### src/rtl/mem_arb.sv
// ---------------------------------------------------------------------------
// mem_arb -- two-master arbiter in front of a single-port synchronous SRAM.
//
// An instruction-fetch port and a data load/store port share one SRAM with
// one-cycle read latency. Grants are combinational from the current requests
// and the registered arbitration state. Data wins on contention, except when
// it has already won STARVE_MAX contended cycles in a row. In that case the
// instruction side is forced through so fetch cannot starve. Every accept
// records a registered owner tag. One cycle later the tag routes the SRAM
// read data (or a write completion) back to the requester that was accepted.
//
// Parameters
//   AW          shared memory word-address width
//   STARVE_MAX  contended data grants allowed in a row before instruction wins
//
// Ports
//   clk                 sole clock, rising edge
//   rst                 asynchronous reset, active low
//   arb_i_ireq/iaddr    instruction read request, byte address
//   arb_o_igrant        instruction request accepted this cycle
//   arb_o_irvalid/irdata instruction read data, one cycle after accept
//   arb_i_dreq/daddr    data request, byte address
//   arb_i_dwmask/dwdata byte write mask (0 = read), write data
//   arb_o_dgrant        data request accepted this cycle
//   arb_o_drvalid/drdata data completion (read data, or 0 for a write)
//   arb_o_mem_*         SRAM enable, word address, byte mask, write data
//   arb_i_mem_rdata     SRAM read data (valid the cycle after enable)
//   arb_o_halt          fetch stall: instruction requesting but not granted
//   arb_o_conflict_cnt  count of contended cycles
//
// Build option
//   MEM_ARB_PERF_EN     when defined, arb_o_conflict_cnt counts every cycle
//                       in which both requests are high. When undefined, it
//                       is tied to zero and no counter exists.
// ---------------------------------------------------------------------------
module mem_arb #(
    parameter int AW         = 12,
    parameter int STARVE_MAX = 4
) (
    input  logic          clk,
    input  logic          rst,
    input  logic          arb_i_ireq,
    input  logic [31:0]   arb_i_iaddr,
    output logic          arb_o_igrant,
    output logic          arb_o_irvalid,
    output logic [31:0]   arb_o_irdata,
    input  logic          arb_i_dreq,
    input  logic [31:0]   arb_i_daddr,
    input  logic [3:0]    arb_i_dwmask,
    input  logic [31:0]   arb_i_dwdata,
    output logic          arb_o_dgrant,
    output logic          arb_o_drvalid,
    output logic [31:0]   arb_o_drdata,
    output logic          arb_o_mem_en,
    output logic [AW-1:0] arb_o_mem_addr,
    output logic [3:0]    arb_o_mem_wmask,
    output logic [31:0]   arb_o_mem_wdata,
    input  logic [31:0]   arb_i_mem_rdata,
    output logic          arb_o_halt,
    output logic [31:0]   arb_o_conflict_cnt
);

    localparam int SW = (STARVE_MAX < 1) ? 1 : $clog2(STARVE_MAX + 1);
    localparam logic [SW-1:0] STREAK_MAX = SW'(STARVE_MAX);

    typedef enum logic [1:0] {
        OWN_NONE = 2'd0,
        OWN_I    = 2'd1,
        OWN_DRD  = 2'd2,
        OWN_DWR  = 2'd3
    } owner_t;

    owner_t        r_owner_p1;
    owner_t        w_owner_nxt;
    logic [SW-1:0] r_streak;
    logic [SW-1:0] w_streak_nxt;
    logic          w_contend;
    logic          w_starve;
    logic          w_igrant;
    logic          w_dgrant;

    // ---- p0: arbitration, combinational from requests and streak ----
    // While rst is low, every output stays at zero. This includes the
    // outputs that follow the request inputs combinationally, so the grant
    // terms are qualified with rst.
    always_comb begin
        w_contend = arb_i_ireq & arb_i_dreq;
        w_starve  = (r_streak == STREAK_MAX);
        w_igrant  = rst & arb_i_ireq & (~arb_i_dreq | w_starve);
        w_dgrant  = rst & arb_i_dreq & ~w_igrant;
    end

    always_comb begin
        w_owner_nxt  = OWN_NONE;
        w_streak_nxt = r_streak;

        if (w_igrant) begin
            w_owner_nxt = OWN_I;
        end else if (w_dgrant) begin
            w_owner_nxt = (arb_i_dwmask == 4'b0000) ? OWN_DRD : OWN_DWR;
        end

        // The streak counts only contended data wins. Any cycle in which
        // fetch is idle or served clears it.
        if (!arb_i_ireq || w_igrant) begin
            w_streak_nxt = '0;
        end else if (w_dgrant && w_contend && !w_starve) begin
            w_streak_nxt = r_streak + SW'(1);
        end
    end

    always_ff @(posedge clk or negedge rst) begin
        if (!rst) begin
            r_owner_p1 <= OWN_NONE;
            r_streak   <= '0;
        end else begin
            r_owner_p1 <= w_owner_nxt;
            r_streak   <= w_streak_nxt;
        end
    end

    assign arb_o_igrant    = w_igrant;
    assign arb_o_dgrant    = w_dgrant;
    assign arb_o_mem_en    = w_igrant | w_dgrant;
    assign arb_o_mem_addr  = w_dgrant ? arb_i_daddr[AW+1:2] :
                             (w_igrant ? arb_i_iaddr[AW+1:2] : '0);
    assign arb_o_mem_wmask = w_dgrant ? arb_i_dwmask : 4'b0000;
    assign arb_o_mem_wdata = rst ? arb_i_dwdata : 32'h0;
    assign arb_o_halt      = rst & arb_i_ireq & ~w_igrant;

    // ---- p1: completion routed by the owner tag of the previous accept ----
    assign arb_o_irvalid = (r_owner_p1 == OWN_I);
    assign arb_o_irdata  = (r_owner_p1 == OWN_I) ? arb_i_mem_rdata : 32'h0;
    assign arb_o_drvalid = (r_owner_p1 == OWN_DRD) || (r_owner_p1 == OWN_DWR);
    assign arb_o_drdata  = (r_owner_p1 == OWN_DRD) ? arb_i_mem_rdata : 32'h0;

`ifdef MEM_ARB_PERF_EN
    logic [31:0] r_conflict_cnt;

    // Counts contended cycles whether or not a grant occurs. The counter
    // wraps naturally at 32 bits.
    always_ff @(posedge clk or negedge rst) begin
        if (!rst) begin
            r_conflict_cnt <= 32'h0;
        end else if (w_contend) begin
            r_conflict_cnt <= r_conflict_cnt + 32'h1;
        end
    end

    assign arb_o_conflict_cnt = r_conflict_cnt;
`else
    assign arb_o_conflict_cnt = 32'h0;
`endif

    // The byte offset and the address bits above the SRAM range are
    // intentionally ignored.
    logic w_unused_addr;
    assign w_unused_addr = ^{arb_i_iaddr[31:AW+2], arb_i_iaddr[1:0],
                             arb_i_daddr[31:AW+2], arb_i_daddr[1:0]};

endmodule

### config.mk
export PLATFORM = sky130hd
export DESIGN_NAME = mem_arb
export DESIGN_NICKNAME = d
export VERILOG_FILES = /design/src/rtl/mem_arb.sv
export SDC_FILE = /design/constraint.sdc
export NUM_CORES = 1
export LEC_CHECK = 0
export CORE_AREA = 2 2 112 114
export DETAILED_ROUTE_END_ITERATION = 10
export DIE_AREA = 0 0 114 116
export PLACE_DENSITY = 0.5
export SLEW_MARGIN = 5
export SYNTH_ARGS = -nofsm -noshare
export SYNTH_HDL_FRONTEND = slang
export SYNTH_SLANG_ARGS = --single-unit
export TNS_END_PERCENT = 30
### constraint.sdc
create_clock -name clk -period 2.93 [get_ports clk]
set_input_delay 0.293 -clock clk [delete_from_list [all_inputs] [get_ports clk]]
set_output_delay 0.293 -clock clk [all_outputs]
set_load 0.01 [all_outputs]
==> results of run 1 <==
[worst max-delay path, cell delays in order]
cell and delay, ns:
sky130_fd_sc_hd__clkdlybuf4s50_1 0.58, sky130_fd_sc_hd__nand2_2 0.13, sky130_fd_sc_hd__a31oi_4 0.45, sky130_fd_sc_hd__a22o_1 0.24, sky130_fd_sc_hd__clkdlybuf4s50_1 0.56
[final cells by class]
type	instances	area (sq um)	area share (%)
Multi-Input combinational cell	169	1050	29.2
Tap cell	147	184	5.09
Sequential cell	5	125	3.46
Timing Repair Buffer	217	2160	59.9
Inverter	2	7.51	0.208
Clock buffer	4	78.8	2.18
[power by group through the flow]
stage | clock network (W) | logic [W] | registers [W]
4_1_cts | 0.000229 | 0.000457 | 0.0000744
2_1_floorplan | 0 | 0.000186 | 0.0000743
6_report | 0.000226 | 0.000451 | 0.0000743
3_3_place_gp | 0 | 0.000454 | 0.0000749
3_5_place_dp | 0 | 0.000455 | 0.0000752
5_1_grt | 0.000236 | 0.000487 | 0.0000746
[placed cells by master, fill, tap and decap left out, types with 2 or more instances in the layout]
cell	instances
sky130_fd_sc_hd__a22o_1	12
sky130_fd_sc_hd__and2_1	100
sky130_fd_sc_hd__and3_1	2
sky130_fd_sc_hd__buf_4	4
sky130_fd_sc_hd__clkbuf_16	3
sky130_fd_sc_hd__clkdlybuf4s50_1	213
sky130_fd_sc_hd__conb_1	32
sky130_fd_sc_hd__dfrtp_1	5
sky130_fd_sc_hd__ha_1	2
sky130_fd_sc_hd__inv_1	2
sky130_fd_sc_hd__nand2_1	2
sky130_fd_sc_hd__nor2b_2	2
sky130_fd_sc_hd__o21a_1	2
[flip-flops by register name, summed over array words and instances (netlist names)]
name and count:
r_streak 3, r_owner_p1 2
[layer usage]
layer | track usage, % | vias up | part of all wire (%)
met2 | 15.5 | 160 | 49
met1 | 8.96 | 821 | 35
met4 | 2.20 | 0 | 1.0
met5 | 0 | - | 0
li1 | - | 951 | -
met3 | 3.92 | 7 | 15
[stage by stage]
stage | total power, W | setup WS, ns
after floorplan | 0.000260 | 1.35
after global placement | 0.000529 | 0.412
after detailed placement | 0.000530 | 0.360
after CTS | 0.000760 | 0.356
after global routing | 0.000798 | 0.241
final | 0.000751 | 0.383
[path summary, 6_finish.rpt]
kind / start / endpoint / slack (ns) / cells past startpoint
hold reg to reg: r_streak[1] / r_streak[1] / 0.58 / 2
setup reg to reg: r_streak[0] / r_streak[0] / 1.56 / 5
min in group clk: r_streak[1] / r_streak[1] / 0.58 / 2
setup / recovery: rst / arb_o_mem_addr[1] / 0.38 / 5
hold / removal: rst / r_streak[2] / 0.52 / 2
max in group asynchronous: rst / r_streak[1] / 2.28 / 2
[kinds of logic (layout without fill, tap and decap cells)]
group / after synthesis / in the layout
AOI/OAI and AO/OA: 20 / 20
adders and majority gates: 2 / 2
buffers and inverters: 48 / 223
DFF: 5 / 5
other: 1 / 32
and+or+nand+nor: 115 / 115
==> run summary, run 1 <==
The setup total negative slack came out at 0 ns. The first global-routing pass estimated 9050 um of wire. The number of storage elements in the synthesis netlist is 5.

STA puts the critical path data arrival time at between 2 and 2.5 ns. Yosys printed 0 warnings. The share of total power in the clock network is 30.1%.

The critical setup path kind is in -> out. For this design the static power due to leakage is 1.42 nW. For this run, asynchronously set or reset flops after synthesis account for 100%.

The worst IR drop on VDD came out at 0.000144 V. The post-detailed-routing wire length came out at around 6400 um. Based on the critical path, the design can be clocked at up to 393 MHz.

The number of rows in the core area is 40. The post-route cell area is ~3600 sq um. The commonest cells after synthesis are 100 x sky130_fd_sc_hd__and2_1, 32 x sky130_fd_sc_hd__buf_4, 12 x sky130_fd_sc_hd__a22o_1, 9 x sky130_fd_sc_hd__clkbuf_1, 5 x sky130_fd_sc_hd__dfrtp_1.

The number of setup buffers added after CTS is 0. The post-layout instance count excluding filler cells came out at 544. The via total after detailed routing is 1939. The layout net count came out at 536. The measured slew at the worst slew-check pin is 0.510 ns. Cells fill a little under a third of the core in the end. The final routed wire length divided by cell count is 11.7 um. The overall global routing resource usage came out at 8.54%. The TritonCTS sink count is 5. Counting along the longest clock path gives a buffer depth of 2.

The net switching power figure is 0.000212 W. The worst-skew pair later-pin latency is about 0.23 ns. The launching element type of the critical path is an input port. The first-pass detailed-route iteration total came out at 4. The cell area after technology mapping is 1380 sq um.

The required time at the endpoint of the critical path came out at between 2 and 3 ns. The share of the clock period used by the worst path is between 80% and 90%. The shortest clock period the worst path allows after layout is 2.55 ns. The horizontal extent of the die is 114 um. The fraction of synthesized cell area in xor and xnor cells is 0%. Setup repair after global routing left no endpoint under its margin.

The final worst clock skew is 0.000454 ns. The compound-gate portion of the synthesized area came out at 13.7%. For this run, the leading register cell type out of synthesis is sky130_fd_sc_hd__dfrtp_1.

After detailed routing, the number of vias per cell comes to around 3.6. The layout has 1307 filler cells. The flow ran to the end, and the final reports show no timing, DRC or antenna violations. Ranked by total cell area, the synthesized netlist is headed by sky130_fd_sc_hd__and2_1 45%, sky130_fd_sc_hd__buf_4 17%, sky130_fd_sc_hd__dfrtp_1 9.1%.

The H-tree level count came out at 1. The number of cells produced by synthesis came out at about 190. The count of input and output buffers came out at between 200 and 250. The relative slew slack came out at 66.0%.

The share of post-route cells with drive strength above 1 came out at 3.27%. The placeable core area came out at 11900 sq um. The number of violations of the max-capacitance limit is 0.

The floorplan step defined a die boundary enclosing 13200 sq um. In this run the remaining antenna-violating nets after routing total 0. The unique cell type count in the Yosys netlist came out at 29. By instance count, the leading cell after synthesis is sky130_fd_sc_hd__and2_1. The number of global-route vias before repair is 1812.

The height of the die came out at approximately 120 um. The largest driver fanout on the critical path came out at 17. The min-delay analysis places its worst path in the category in -> async. The number of failing setup endpoints in the final timing report came out at 0. The kind of end point of the critical path is a primary output. The CTS tree is done. The initial core utilization came out at 11.6%. The tightest hold margin came out at approximately 0.52 ns. After Yosys synthesis, and, or, nand and nor cells account for between 50% and 60% of the synthesized area.

The initial antenna violation count is 0. The register share of total power came out at just under 10%. After the first detailed-routing iteration, the DRC count stood at 41. By area, the combinational part of the netlist is dominated by simple AND/OR/NAND/NOR gates. The global placer's final weighted congestion is just under 0.7. The antenna diode instance count is 0.

The average instance in the mapped netlist occupies ~7.2 sq um. The number of pins with negative max-slew slack in the final report came out at 0. 286 I/O pins were placed. The share of synthesized area in the top cell type comes to 45.4%.

The number of buffers created by CTS came out at 3. After clock tree synthesis, the clock-pin slew on the worst setup and hold paths is around 0.030 ns. The share of synthesized area spent on multiplexers is 0%. The internal power summed over all cells is 0.000539 W. From synthesis to final layout, the design area changed by 162%. The clock root buffer is sky130_fd_sc_hd__clkbuf_16. The largest area contributor in the synthesized netlist is sky130_fd_sc_hd__and2_1.

Sequential elements use a little under a tenth of the synthesized area. The number of gates resized after CTS is 0. The number of hold violations in the final report was 0.

The total cell area at the placement stage came out at 3530 sq um. The count of unresolved DRC violations after routing came out at 0. The area share of fa/ha/maj cells after synthesis came out at 1.82%. The areal power density over the cells is 208 nW/um^2. The placed wire-length estimate is 5490 um. After detailed placement, the design holds a cell count of 540.

The cts-stage hold buffer count is 0. The total overflow left after global routing is 0. The switching fraction of total power came out at 28.3%. The number of enable-type register cells in the synthesized netlist is 0. In this run, the combinational gates consume 60.0% of the power. The pin count of the biggest net entering global routing is 34.
No activity file was read; power rests on OpenSTA's default activity.
==> inputs of run 2 (changes only) <==
TNS_END_PERCENT = not set   (was 30)
==> results of run 2 <==
Same layout as run 1: the final DEF is identical, and so are final timing and power.
